==> src/rtl/i2c_slv_pkg.sv <==
// Shared types and constants for the I2C register slave.
// Glitch filtering is enabled by defining I2C_SLV_GLITCH_FILTER_EN.
package i2c_slv_pkg;

    typedef enum logic [3:0] {
        ST_IDLE,
        ST_ADDR,
        ST_ADDR_ACK,
        ST_PTR,
        ST_PTR_ACK,
        ST_WR,
        ST_WR_ACK,
        ST_RD,
        ST_RD_ACK
    } state_e;

    localparam logic ACK    = 1'b0;
    localparam logic NACK   = 1'b1;
    localparam int   BCNT_W = 3;

    function automatic logic maj3(input logic [2:0] s);
        return (s[0] & s[1]) | (s[0] & s[2]) | (s[1] & s[2]);
    endfunction

endpackage

==> src/rtl/i2c_slv_bus_filter.sv <==
// SCL/SDA synchronizers, optional 3-sample majority filter (I2C_SLV_GLITCH_FILTER_EN),
// and bus event pulses: SCL rise/fall, START, STOP.
module i2c_slv_bus_filter
    import i2c_slv_pkg::*;
(
    input  logic clk,
    input  logic rst_n,
    input  logic scl_i,
    input  logic sda_i,
    output logic sda_o,
    output logic scl_rise_o,
    output logic scl_fall_o,
    output logic start_o,
    output logic stop_o
);

    logic [1:0] scl_sync_q, scl_sync_d;
    logic [1:0] sda_sync_q, sda_sync_d;
    logic       scl_prev_q, scl_prev_d;
    logic       sda_prev_q, sda_prev_d;
    logic       scl_f, sda_f;

`ifdef I2C_SLV_GLITCH_FILTER_EN
    logic [2:0] scl_hist_q, scl_hist_d;
    logic [2:0] sda_hist_q, sda_hist_d;

    always_comb begin
        scl_hist_d = {scl_hist_q[1:0], scl_sync_q[1]};
        sda_hist_d = {sda_hist_q[1:0], sda_sync_q[1]};
    end

    always_ff @(posedge clk) begin
        if (!rst_n) begin
            scl_hist_q <= 3'b111;
            sda_hist_q <= 3'b111;
        end else begin
            scl_hist_q <= scl_hist_d;
            sda_hist_q <= sda_hist_d;
        end
    end

    assign scl_f = maj3(scl_hist_q);
    assign sda_f = maj3(sda_hist_q);
`else
    assign scl_f = scl_sync_q[1];
    assign sda_f = sda_sync_q[1];
`endif

    always_comb begin
        scl_sync_d = {scl_sync_q[0], scl_i};
        sda_sync_d = {sda_sync_q[0], sda_i};
        scl_prev_d = scl_f;
        sda_prev_d = sda_f;
    end

    // Idle bus level is high, so everything resets to 1 to avoid false edges.
    always_ff @(posedge clk) begin
        if (!rst_n) begin
            scl_sync_q <= 2'b11;
            sda_sync_q <= 2'b11;
            scl_prev_q <= 1'b1;
            sda_prev_q <= 1'b1;
        end else begin
            scl_sync_q <= scl_sync_d;
            sda_sync_q <= sda_sync_d;
            scl_prev_q <= scl_prev_d;
            sda_prev_q <= sda_prev_d;
        end
    end

    assign sda_o      = sda_f;
    assign scl_rise_o = scl_f & ~scl_prev_q;
    assign scl_fall_o = ~scl_f & scl_prev_q;
    assign start_o    = scl_f & scl_prev_q & sda_prev_q & ~sda_f;
    assign stop_o     = scl_f & scl_prev_q & ~sda_prev_q & sda_f;

endmodule

==> src/rtl/i2c_slave_regs.sv <==
// I2C slave exposing NREGS byte registers via an auto-incrementing pointer.
// Optional SCL/SDA glitch filter: define I2C_SLV_GLITCH_FILTER_EN.
module i2c_slave_regs
    import i2c_slv_pkg::*;
#(
    parameter logic [6:0] SLV_ADDR = 7'h02,
    parameter int         NREGS    = 8,
    localparam int        PW       = $clog2(NREGS)
) (
    input  logic          wb_clk_i,
    input  logic          wb_rst_ni,
    input  logic          scl_pad_i,
    input  logic          sda_pad_i,
    output logic          sda_pad_o,
    output logic          sda_padoen_o,
    input  logic [PW-1:0] reg_addr_i,
    output logic [7:0]    reg_dat_o,
    output logic          wr_stb_o,
    output logic [PW-1:0] wr_addr_o,
    output logic [7:0]    wr_dat_o,
    output logic          busy_o
);

    logic sda_f, scl_rise, scl_fall, start, stop;

    i2c_slv_bus_filter u_bus (
        .clk        (wb_clk_i),
        .rst_n      (wb_rst_ni),
        .scl_i      (scl_pad_i),
        .sda_i      (sda_pad_i),
        .sda_o      (sda_f),
        .scl_rise_o (scl_rise),
        .scl_fall_o (scl_fall),
        .start_o    (start),
        .stop_o     (stop)
    );

    state_e            state_q, state_d;
    logic [BCNT_W-1:0] bcnt_q, bcnt_d;
    logic [6:0]        shift_q, shift_d;
    logic [7:0]        tx_q, tx_d;
    logic [PW-1:0]     ptr_q, ptr_d;
    logic              rw_q, rw_d;
    logic              phase_q, phase_d;
    logic              oen_q, oen_d;
    logic              busy_q, busy_d;
    logic              wr_stb_q, wr_stb_d;
    logic [PW-1:0]     wr_addr_q, wr_addr_d;
    logic [7:0]        wr_dat_q, wr_dat_d;
    logic [7:0]        regs_q [NREGS];
    logic [7:0]        regs_d [NREGS];
    logic [7:0]        rx_byte, rd_byte;
    logic              load_rd;

    assign rx_byte = {shift_q, sda_f};
    assign rd_byte = regs_q[ptr_q];

    // NOTE: every _d gets a default before the case so no path leaves it unassigned (no latches).
    always_comb begin
        state_d   = state_q;
        bcnt_d    = bcnt_q;
        shift_d   = shift_q;
        tx_d      = tx_q;
        ptr_d     = ptr_q;
        rw_d      = rw_q;
        phase_d   = phase_q;
        oen_d     = oen_q;
        busy_d    = busy_q;
        wr_stb_d  = 1'b0;
        wr_addr_d = wr_addr_q;
        wr_dat_d  = wr_dat_q;
        regs_d    = regs_q;
        load_rd   = 1'b0;

        if (stop) begin
            state_d = ST_IDLE;
            oen_d   = 1'b1;
            busy_d  = 1'b0;
        end else if (start) begin
            state_d = ST_ADDR;
            bcnt_d  = '0;
            oen_d   = 1'b1;
        end else begin
            unique case (state_q)
                ST_IDLE: ;
                ST_ADDR, ST_PTR, ST_WR: begin
                    if (scl_rise) begin
                        shift_d = rx_byte[6:0];
                        bcnt_d  = bcnt_q + 1'b1;
                        if (bcnt_q == BCNT_W'(7)) begin
                            phase_d = 1'b0;
                            if (state_q == ST_ADDR) begin
                                // General call (address 0) is never acknowledged.
                                if (rx_byte[7:1] == SLV_ADDR && SLV_ADDR != 7'h00) begin
                                    state_d = ST_ADDR_ACK;
                                    rw_d    = sda_f;
                                    busy_d  = 1'b1;
                                end else begin
                                    state_d = ST_IDLE;
                                    busy_d  = 1'b0;
                                end
                            end else if (state_q == ST_PTR) begin
                                state_d = ST_PTR_ACK;
                                ptr_d   = rx_byte[PW-1:0];
                            end else begin
                                state_d       = ST_WR_ACK;
                                regs_d[ptr_q] = rx_byte;
                                wr_stb_d      = 1'b1;
                                wr_addr_d     = ptr_q;
                                wr_dat_d      = rx_byte;
                                ptr_d         = ptr_q + 1'b1;
                            end
                        end
                    end
                end
                ST_ADDR_ACK, ST_PTR_ACK, ST_WR_ACK: begin
                    // First fall after bit 8 drives ACK; the fall ending bit 9 releases.
                    if (scl_fall) begin
                        if (!phase_q) begin
                            oen_d   = ACK;
                            phase_d = 1'b1;
                        end else begin
                            oen_d  = 1'b1;
                            bcnt_d = '0;
                            if (state_q == ST_ADDR_ACK && rw_q) load_rd = 1'b1;
                            else if (state_q == ST_ADDR_ACK)    state_d = ST_PTR;
                            else                                state_d = ST_WR;
                        end
                    end
                end
                ST_RD: begin
                    if (scl_rise) begin
                        bcnt_d = bcnt_q + 1'b1;
                        if (bcnt_q == BCNT_W'(7)) begin
                            state_d = ST_RD_ACK;
                            phase_d = 1'b0;
                            ptr_d   = ptr_q + 1'b1;
                        end
                    end else if (scl_fall) begin
                        oen_d = tx_q[7];
                        tx_d  = {tx_q[6:0], 1'b0};
                    end
                end
                ST_RD_ACK: begin
                    if (scl_fall && !phase_q) begin
                        oen_d   = 1'b1;
                        phase_d = 1'b1;
                    end else if (scl_rise && phase_q && sda_f == NACK) begin
                        state_d = ST_IDLE;
                        busy_d  = 1'b0;
                    end else if (scl_fall && phase_q) begin
                        load_rd = 1'b1;
                        bcnt_d  = '0;
                    end
                end
                default: state_d = ST_IDLE;
            endcase
        end

        if (load_rd) begin
            state_d = ST_RD;
            oen_d   = rd_byte[7];
            tx_d    = {rd_byte[6:0], 1'b0};
        end
    end

    // NOTE: the register file is reset too, since its contents are architecturally 0 after reset.
    always_ff @(posedge wb_clk_i) begin
        if (!wb_rst_ni) begin
            state_q   <= ST_IDLE;
            bcnt_q    <= '0;
            shift_q   <= '0;
            tx_q      <= '0;
            ptr_q     <= '0;
            rw_q      <= 1'b0;
            phase_q   <= 1'b0;
            oen_q     <= 1'b1;
            busy_q    <= 1'b0;
            wr_stb_q  <= 1'b0;
            wr_addr_q <= '0;
            wr_dat_q  <= '0;
            for (int i = 0; i < NREGS; i++) regs_q[i] <= '0;
        end else begin
            state_q   <= state_d;
            bcnt_q    <= bcnt_d;
            shift_q   <= shift_d;
            tx_q      <= tx_d;
            ptr_q     <= ptr_d;
            rw_q      <= rw_d;
            phase_q   <= phase_d;
            oen_q     <= oen_d;
            busy_q    <= busy_d;
            wr_stb_q  <= wr_stb_d;
            wr_addr_q <= wr_addr_d;
            wr_dat_q  <= wr_dat_d;
            regs_q    <= regs_d;
        end
    end

    assign sda_pad_o    = 1'b0;
    assign sda_padoen_o = oen_q;
    assign reg_dat_o    = regs_q[reg_addr_i];
    assign wr_stb_o     = wr_stb_q;
    assign wr_addr_o    = wr_addr_q;
    assign wr_dat_o     = wr_dat_q;
    assign busy_o       = busy_q;

endmodule

==> config.mk <==
export PLATFORM = sky130hd
export DESIGN_NAME = i2c_slave_regs
export DESIGN_NICKNAME = d
export VERILOG_FILES = /design/src/rtl/i2c_slv_pkg.sv /design/src/rtl/i2c_slv_bus_filter.sv /design/src/rtl/i2c_slave_regs.sv
export SDC_FILE = /design/constraint.sdc
export NUM_CORES = 1
export LEC_CHECK = 0
export BUFFER_PORTS_ARGS = -buffer_cell sky130_fd_sc_hd__buf_4
export CAP_MARGIN = 15
export CORE_ASPECT_RATIO = 0.6
export CORE_MARGIN = 2
export CORE_UTILIZATION = 55
export DETAILED_ROUTE_END_ITERATION = 8
export PLACE_DENSITY = 0.73
export SETUP_SLACK_MARGIN = 0.02
export SYNTH_ARGS = -nofsm -noshare
export SYNTH_HDL_FRONTEND = slang
export SYNTH_HIERARCHICAL = 1
export SYNTH_SLANG_ARGS = --single-unit
==> constraint.sdc <==
create_clock -name wb_clk_i -period 2.54 [get_ports wb_clk_i]
set_input_delay 0 -clock wb_clk_i [delete_from_list [all_inputs] [get_ports wb_clk_i]]
set_output_delay 0 -clock wb_clk_i [all_outputs]
set_load 0.02 [all_outputs]
**Word level (Yosys, flattened, before mapping)**

Cells that the tools add are included.

- $lt $le $gt $ge: 3
- Multiplexer cells: 77
- Equal/unequal tests: 46
- Add/subtract/negate cells: 2
- Reduce and logical (&&, ||, !) cells: 32
- Bitwise logic cells: 22

Operator list:

| operator | count |
|---|---|
| 2-to-1 mux 8 bit | 11 |
| bitwise mux 64 bit | 1 |
| inequality test 5 bit (second input constant) | 12 |
| 2-to-1 mux 3 bit | 17 |
| binary-select mux 8 bit (select 3 bit) | 2 |
| 2-to-1 mux 4 bit | 10 |
| AND reduction 7 bit | 4 |
| 2-to-1 mux 1 bit | 26 |
| demux 8 bit (select 3 bit) | 1 |
| inequality test 2 bit (second input constant) | 12 |
| case mux 4 bit (5 select lines) | 1 |
| AND reduction 10 bit | 2 |
| equality test 4 x 3 -> 1 bit (second input constant) | 4 |
| AND reduction 8 bit | 2 |
| inequality test 3 bit (second input constant) | 5 |
| inverter 1 bit | 13 |
| inequality test 2 x 1 -> 1 bit (second input constant) | 5 |
| AND reduction 5 bit | 2 |
| case mux 3 bit (3 select lines) | 1 |
| equality test 4 x 2 -> 1 bit (second input constant) | 2 |
| >= comparator 4 bit (second input constant) | 2 |
| inverter 3 -> 4 bit | 2 |
| nonzero test 2 bit | 4 |
| OR reduction 4 bit | 2 |
| 23 further kinds | 39 |

- Flip-flop bits (word level): 110
- Bits of input ports: 7
- Word-level logic and storage cells: 207
- Output and inout bits: 23

**Depth between registers and ports, before layout**

Gate-level depths: netlist of run 1.

- Depth after elaboration: 11
- Depth in mapped cells: 8
- Mapped depth without buffers: 6

**Hierarchy**

Netlist of run 1, hierarchy kept.

Modules (own cells, without submodules):

| module | area each (um^2) | cells each | instances | seq. area each (um^2) |
|---|---|---|---|---|
| i2c_slave_regs | 5377.7 | 583 | 1 | 2082.0 |
| i2c_slv_bus_filter | 190.2 | 16 | 1 | 120.1 |

**Worst setup path after synthesis of run 1**

Ideal clock, no wire load.

- Path type: reg2reg
- Start point: reg u_bus.sda_sync_q[1]
- End point: reg regs_q[48] (netlist bit)
- Library setup time: 0.132 ns
- Setup slack: 0.349 ns
- Clock period less this slack: 2.191 ns
- Data required time: 2.408 ns
- Arrival: 2.058 ns
- Stages on the path, launching flop included: 8
- Buffers on the path: 1
- Path through: dfxtp_1 -> and4b_1 -> nor4b_4 -> nand3_4 -> or4_1 -> clkbuf_1 -> nand2_1 -> a21oi_1

- Word-level cells in the longest chain between the ends: 4
- Elaborated cells between the ends (all ways): 7
- Those cells by class: mux (1); bitwise (5); reduce/logical (1)

RTL lines:

| element | line | RTL |
|---|---|---|
| start: declaration | i2c_slv_bus_filter.sv:18 | `logic [1:0] sda_sync_q, sda_sync_d;` |
| start signal: assignment | i2c_slv_bus_filter.sv:65 | `sda_sync_q <= sda_sync_d;` |
| inverter 1 bit | i2c_slv_bus_filter.sv:74 | `assign start_o = scl_f & scl_prev_q & sda_prev_q & ~sda_f;` |
| AND 1 bit | i2c_slv_bus_filter.sv:74 |  |
| net start | i2c_slave_regs.sv:24 | `logic sda_f, scl_rise, scl_fall, start, stop;` |
| inverter 1 bit (no line) | -- |  |
| AND reduction 7 bit (no line) | -- |  |
| end signal: assignment | i2c_slave_regs.sv:196 | `regs_q <= regs_d;` |
| end: declaration | i2c_slave_regs.sv:50 | `logic [7:0] regs_q [NREGS];` |

The timed path passes the listed nets, and every way through them passes these cells.
A chain may end at the register's enable or synchronous reset.

**Final worst setup path of run 1**

- Start point: reg u_bus.sda_sync_q[1]
- End point: reg regs_q[14] (netlist bit)

Same word-level chain as after synthesis.

==> results.py, run 1 <==
metrics = {
    "status": {
        "outcome": "completed",
    },
    "sta": {
        "tightest_slew_ns": 0.815,
        "min_period_ns": 2.32,
        "fin_setup_tns_ns": 0,
        "fin_hold_ws_ns": 0.412,
        "slew-limit-headroom_pct": 45.6,
        "hold_viol_final": 0,
        "slew_violations": 0,
        "grt_setup_unrepaired": "no",
        "final.setup_skew_ns": 0.00858,
        "fin_crit_sh_pct": 91.2,
        "max_freq_ghz": 0.432,
        "setup_viol": 0,
    },
    "global_route": {
        "grt_pass1_vias": 4561,
        "grt.total_usage_pct": 30.3,
        "grt_max_degree": 55,
        "grt_overflow": 0,
        "grt_pass1_wl_um": 24900,
        "antenna_found_initial": 0,
    },
    "logic_synthesis": {
        "avgSynthCellArea_um2": 9.30,
        "synth_cell_types": 65,
        "synth_warnings": 6,
        "yosys.area.top_type": "dfxtp_1",
        "yosysTopAreaCellShare_pct": 39.6,
        "syn_nets": 609,
        "syn-instance-count": 599,
        "seq_area_frac_synth_pct": 39.6,
        "yosysMostFrequentCell": "nand2_1",
        "ys_top_cells_by_area": "dfxtp_1 40%, mux4_2 13%, nand2_1 8.5%, mux2i_1 6.5%, a21oi_1 5.4%",
        "synth_flop_cell": "dfxtp_1",
        "ys_ff_latch": 110,
        "netlist_area_um2": 5570,
        "ys_top_cells_by_count": "126 x nand2_1, 110 x dfxtp_1, 60 x a21oi_1",
        "async_flop_share_pct": 0,
        "synth_edf_count": 0,
    },
    "power": {
        "power_frac_clock_pct": 38.2,
        "switching_share_pct": 26.4,
        "p_leak_nw": 2.31,
        "switchingPower_mw": 0.924,
        "seqPwrFrac_pct": 50.3,
        "power.density_nw_per_um2": 550,
        "finalPower_mw": 3.50,
        "irDropWorstVdd_mv": 0.315,
        "combPwrFrac_pct": 11.5,
        "p_int_mw": 2.57,
    },
    "clocking": {
        "clock-root-buffer": "clkbuf_16",
        "cts_buffer_depth": 2,
        "post_cts_buffers": 0,
        "clock_latency_ns": 0.36,
        "clock-sinks": 110,
        "clkTransAtPathRegs_ns": 0.07,
        "cts_tree": "done",
        "cts_inserted_buffers": 9,
        "htree_levels": 3,
    },
    "floorplanning": {
        "core_area_um2": 9840,
        "core.rowCount": 28,
        "fp.dieArea_um2": 11000,
        "dieWidth_um": 134,
        "io_pins": 30,
        "initial_core_util_pct": 56.6,
        "fp.dieH_um": 81.9,
    },
    "setup_path": {
        "path_cells": "and4b_1, nor4b_4, nand4_1, buf_4, or2_2, nand2_1, a21oi_1",
        "endpoint": "regs_q[14]$_SDFFE_PN0P_",
        "reg2reg_setup_slack_ns": 0.22,
        "r2r-start": "u_bus/sda_sync_q[1]$_SDFF_PN1_",
        "cp_slowest_cell": "nor4b_4",
        "cpPeakStageDelay_ns": 0.47,
        "start_kind": "flip-flop",
        "arrival_ns": 2.51,
        "critPathKind": "flip-flop to flip-flop",
        "end_kind": "flip-flop",
        "required_ns": 2.74,
        "worstReg2RegEnd": "regs_q[14]$_SDFFE_PN0P_",
        "startpoint": "u_bus/sda_sync_q[1]$_SDFF_PN1_",
        "rr_worst_depth": 7,
        "cp_max_fo": 8,
    },
    "min_path": {
        "hold_path_class": "flip-flop to flip-flop",
        "hp-start": "u_bus/scl_sync_q[0]$_SDFF_PN1_",
    },
    "run": {
        "drv_cap": 0,
    },
    "placed_design": {
        "placed_cells": 747,
        "place.gp.congestion": 0.945,
        "io_buffers": 28,
        "place_hpwl_um": 11000,
    },
    "detailed_routing": {
        "drtAntennaViolNets": 0,
        "wl_um": 15900,
        "drc_errors": 0,
        "vias": 4805,
        "drt_first_pass_iters": 6,
        "viasPerCell": 6.26,
        "wl_per_cell_um": 20.7,
        "drt-initial-drc-count": 585,
    },
    "finish": {
        "drive_gt1_share_pct": 22.4,
        "final_nets": 638,
        "syn_to_final_growth_pct": 14.3,
        "n_antenna_cell": 0,
        "final_cells": 768,
        "nFillCells": 791,
    },
}
==> worst min path at each step <==
| stage | to | slack, ns | cells after the start |
|---|---|---|---|
| CTS | u_bus/scl_sync_q[1]$_SDFF_PN1_ | 0.41 | 1 |
| finish | u_bus/scl_sync_q[1]$_SDFF_PN1_ | 0.41 | 1 |
| global placement | u_bus/scl_sync_q[0]$_SDFF_PN1_ | 0.19 | 2 |
| global route | u_bus/sda_sync_q[1]$_SDFF_PN1_ | 0.43 | 1 |
| detailed placement | u_bus/sda_sync_q[0]$_SDFF_PN1_ | 0.19 | 2 |
| floorplan | u_bus/scl_sync_q[1]$_SDFF_PN1_ | 0.07 | 1 |
==> power by group through the flow <==
stage | logic, mW | registers [mW] | clock network, mW
floorplan | 0.298 | 1.79 | 0
global placement | 0.377 | 1.80 | 0
detailed placement | 0.385 | 1.80 | 0
CTS | 0.393 | 1.76 | 1.34
global route | 0.432 | 1.76 | 1.41
finish | 0.404 | 1.76 | 1.34
==> per-stage QoR <==
step / cell area, um^2 / setup WS [ns] / utilization, %
2_1_floorplan: 5570 / 0.349 / -
3_3_place_gp: 6020 / 0.0161 / 61.2
3_5_place_dp: 6020 / 0.0423 / 61.2
4_1_cts: 6350 / 0.00786 / 64.5
5_1_grt: 6360 / 0.0403 / 64.7
6_report: 6360 / 0.224 / 64.7
==> layout by cell type, fill, tap and decap left out, types with 3 or more instances in the layout <==
master and count:
nand2_1 126, dfxtp_1 110, buf_4 62, a21oi_1 60, nor2_1 40, mux2i_1 36
mux4_2 32, nand2b_1 10, clkbuf_16 9, mux2_2 8, nor2b_1 8, nand3_1 7
and3_1 7, o21a_1 7, o21ai_0 7, nor3_1 6, or2_2 5, dlygate4sd3_1 5
inv_1 4, and2_1 4, a211oi_1 4, or3_1 3, nor3_2 3, and4b_1 3
o32ai_1 3, a31oi_1 3, ha_1 3, clkinv_2 3
==> cell families after synthesis <==
logic type	synth area share [%]
AO/OA/AOI/OAI	12.7
XOR/XNOR	0.157
adder cells (fa/ha/maj)	0.674
buffers and inverters	4.27
flip-flops	39.6
multiplexers	21.0
other	0.0674
AND/OR/NAND/NOR	21.6
==> layout make-up <==
| type | instances | area (um^2) | share of cell area [%] |
|---|---|---|---|
| clock buffers | 9 | 225 | 3.54 |
| multi-input cells | 433 | 3150 | 49.4 |
| inverters | 5 | 18.8 | 0.295 |
| flip-flops and latches | 110 | 2200 | 34.6 |
| well taps | 135 | 169 | 2.65 |
| repair buffers | 69 | 556 | 8.73 |
| clock inverters | 7 | 48.8 | 0.767 |
==> per-layer routing <==
layer  GRT usage, %  up-vias  share of wire, %  wire length [um]
met3           8.52       42                11              1770
met5              0        -                 0                 0
li1               -     2187                 -                 -
met2           45.5      268                42              6730
met4           9.04        0               2.2               357
met1           42.8     2308                44              7050
==> worst max-delay path, delay by kind of cell (launching register included) <==
| family | cells | cell delay [ns] |
|---|---|---|
| simple gates | 5 | 1.49 |
| compound gates | 1 | 0.08 |
| flops | 1 | 0.37 |
| buf+inv | 1 | 0.21 |
==> state kept, by name, indices dropped and copies added (netlist names) <==
name and flops:
u_bus/sda_sync_q 2, u_bus/scl_prev_q 1, busy_o 1, regs_q 64, bcnt_q 3, ptr_q 3, state_q 4, rw_q 1
u_bus/sda_prev_q 1, wr_dat_o 8, u_bus/scl_sync_q 2, tx_q 7, shift_q 7, phase_q 1, sda_padoen_o 1, wr_addr_o 3
wr_stb_o 1
==> repair_timing <==
action	4_1_cts	5_1_grt
hold buffers	5	0
endpoints found under the hold margin	12	0
gates resized for setup	0	3
setup endpoints to repair	2	4
No activity file was read; power rests on OpenSTA's default activity.
==> run 2: changes to the inputs <==
--- a/config.mk
+++ b/config.mk
@@ -9,9 +9,10 @@
 export CAP_MARGIN = 15
 export CORE_ASPECT_RATIO = 0.6
 export CORE_MARGIN = 2
-export CORE_UTILIZATION = 55
+export CORE_UTILIZATION = 40
 export DETAILED_ROUTE_END_ITERATION = 8
-export PLACE_DENSITY = 0.73
+export PLACE_DENSITY = 0.56
+export REMOVE_ABC_BUFFERS = 1
 export SETUP_SLACK_MARGIN = 0.02
 export SYNTH_ARGS = -nofsm -noshare
 export SYNTH_HDL_FRONTEND = slang
==> run 2 against run 1 <==
Compared with the run above:
- combinational power up 1%
- via count down 2.2%
- clock power rose by 4%
- critical path depth decreased by 2
- utilization decreased by 18 points
- non-clock buffer count shrank 5
- hold slack improved by 0.0083 ns
- clock skew grew 0.0015 ns
- setup slack got worse by 0.10 ns
- routed wire length rose by 1.7%
- largest cell class unchanged
- largest power group unchanged
==> results.py, run 2 (same netlist as run 1, synthesis figures left out) <==
metrics = {
    "setup_path": {
        "required_ns": 2.79,
        "critPathKind": "flip-flop to flip-flop",
        "rr_worst_depth": 5,
        "cp_max_fo": 17,
        "start_kind": "flip-flop",
        "r2r-start": "state_q[3]$_SDFFE_PP0P_",
        "end_kind": "flip-flop",
        "reg2reg_setup_slack_ns": 0.12,
        "worstReg2RegEnd": "tx_q[6]$_SDFFE_PN0P_",
        "arrival_ns": 2.66,
    },
    "global_route": {
        "grt_overflow": 0,
        "antenna_found_initial": 0,
        "grt_pass1_vias": 4326,
        "grt_max_degree": 42,
        "grt.total_usage_pct": 22.7,
        "grt_pass1_wl_um": 25300,
    },
    "sta": {
        "max_freq_ghz": 0.414,
        "setup_viol": 0,
        "final.setup_skew_ns": 0.0101,
        "fin_setup_tns_ns": 0,
        "min_period_ns": 2.42,
        "grt_setup_unrepaired": "no",
        "slew_violations": 0,
        "tightest_slew_ns": 0.779,
        "slew-limit-headroom_pct": 48.0,
        "fin_crit_sh_pct": 95.1,
        "hold_viol_final": 0,
    },
    "clocking": {
        "cts_buffer_depth": 2,
        "clock_latency_ns": 0.36,
        "post_cts_buffers": 0,
        "cts_inserted_buffers": 9,
        "clkTransAtPathRegs_ns": 0.08,
        "cts_tree": "done",
        "htree_levels": 3,
        "clock-root-buffer": "clkbuf_16",
        "clock-sinks": 110,
    },
    "detailed_routing": {
        "drt_first_pass_iters": 4,
        "wl_um": 16200,
        "vias": 4701,
        "drtAntennaViolNets": 0,
        "viasPerCell": 5.85,
        "drt-initial-drc-count": 612,
        "drc_errors": 0,
        "wl_per_cell_um": 20.2,
    },
    "min_path": {
        "hold_depth": 1,
        "holdPathEnd": "u_bus/scl_sync_q[1]$_SDFF_PN1_",
        "hold_path_class": "flip-flop to flip-flop",
        "hp-start": "u_bus/scl_sync_q[0]$_SDFF_PN1_",
    },
    "placed_design": {
        "place_area_um2": 6040,
        "place_hpwl_um": 11000,
        "place.gp.congestion": 0.880,
        "io_buffers": 28,
    },
    "floorplanning": {
        "dieWidth_um": 156,
        "fp.dieH_um": 95.4,
        "initial_core_util_pct": 40.9,
        "io_pins": 30,
        "fp.dieArea_um2": 14900,
        "core_area_um2": 13600,
        "core.rowCount": 33,
    },
    "finish": {
        "largest_reg_flops": 64,
        "n_antenna_cell": 0,
        "regMostFlops": "regs_q",
        "syn_to_final_growth_pct": 14.6,
        "utilization_pct": 46.8,
        "layout_commonest_cell": "nand2_1",
        "mostFrequentLayoutCells": "126 x nand2_1, 110 x dfxtp_1, 60 x a21oi_1",
        "drive_gt1_share_pct": 21.5,
        "fin_area_um2": 6380,
        "final_nets": 633,
    },
    "power": {
        "p_leak_nw": 2.28,
        "power.density_nw_per_um2": 561,
        "irDropWorstVdd_mv": 0.331,
    },
    "run": {
        "drv_cap": 0,
    },
    "status": {
        "outcome": "completed",
    },
}
run 2: cell types whose count changed in the layout (fill, tap and decap cells not counted), sizes merged:
cell,change
clkinv,-2
buf,-5
inv,+1
clkinvlp,+1
run 2: worst max-delay path by stage:
stage / to / slack [ns] / from
5_1_grt: state_q[2]$_SDFFE_PN0P_ / 0.03 / state_q[3]$_SDFFE_PP0P_
3_3_place_gp: tx_q[3]$_SDFFE_PN0P_ / 0.25 / state_q[3]$_SDFFE_PP0P_
2_1_floorplan: wr_addr_o[2]$_SDFFE_PN0P_ / 0.11 / u_bus/sda_sync_q[1]$_SDFF_PN1_
4_1_cts: tx_q[7]$_SDFFE_PN0P_ / 0.14 / state_q[3]$_SDFFE_PP0P_
6_report: tx_q[6]$_SDFFE_PN0P_ / 0.12 / state_q[3]$_SDFFE_PP0P_
3_5_place_dp: tx_q[7]$_SDFFE_PN0P_ / 0.17 / state_q[3]$_SDFFE_PP0P_
run 2: where the power goes:
part | total [mW] | internal, mW | switching [mW] | leakage, nW
registers | 1.77 | 1.74 | 0.0286 | 0.887
logic | 0.409 | 0.170 | 0.240 | 1.26
clock network | 1.40 | 0.689 | 0.712 | 0.137
total | 3.58 | 2.60 | 0.980 | 2.28
run 2: metal layers:
| metal | vias up | global-route usage (%) | wire length (um) |
|---|---|---|---|
| met4 | 0 | 4.51 | 154 |
| met2 | 200 | 33.0 | 6720 |
| met3 | 15 | 4.36 | 1190 |
| met1 | 2308 | 34.8 | 8120 |
| li1 | 2178 | - | - |
| met5 | - | 0 | 0 |
run 2: cell type report:
class                      instances  area [um^2]
fill                            1309         7250
clock buffer                       9          225
inverter                           5         18.8
tap                              175          219
clock inverter                     7         68.8
multi-input combinational        433         3130
sequential                       110         2200
timing repair buffer              64          518
run 2: what timing repair did:
item	in CTS	in global routing
hold buffers	5	0
gates resized for setup	0	0
hold endpoints to repair	12	0
run 2: critical path, stage by stage (launching register included):
cell,delay (ns)
dfxtp_1,0.55
or4b_1,0.64
o22ai_4,0.29
nand3_2,0.34
and3_1,0.31
o21a_1,0.18
run 2: stage by stage:
step	hold slack (ns)	cells	power, mW	setup WS, ns
floorplan	0.0730	548	2.05	0.112
global placement	0.185	782	2.20	0.250
detailed placement	0.188	782	2.20	0.172
CTS	0.422	803	3.60	0.140
global route	0.463	803	3.69	0.0322
finish	0.420	803	3.58	0.124
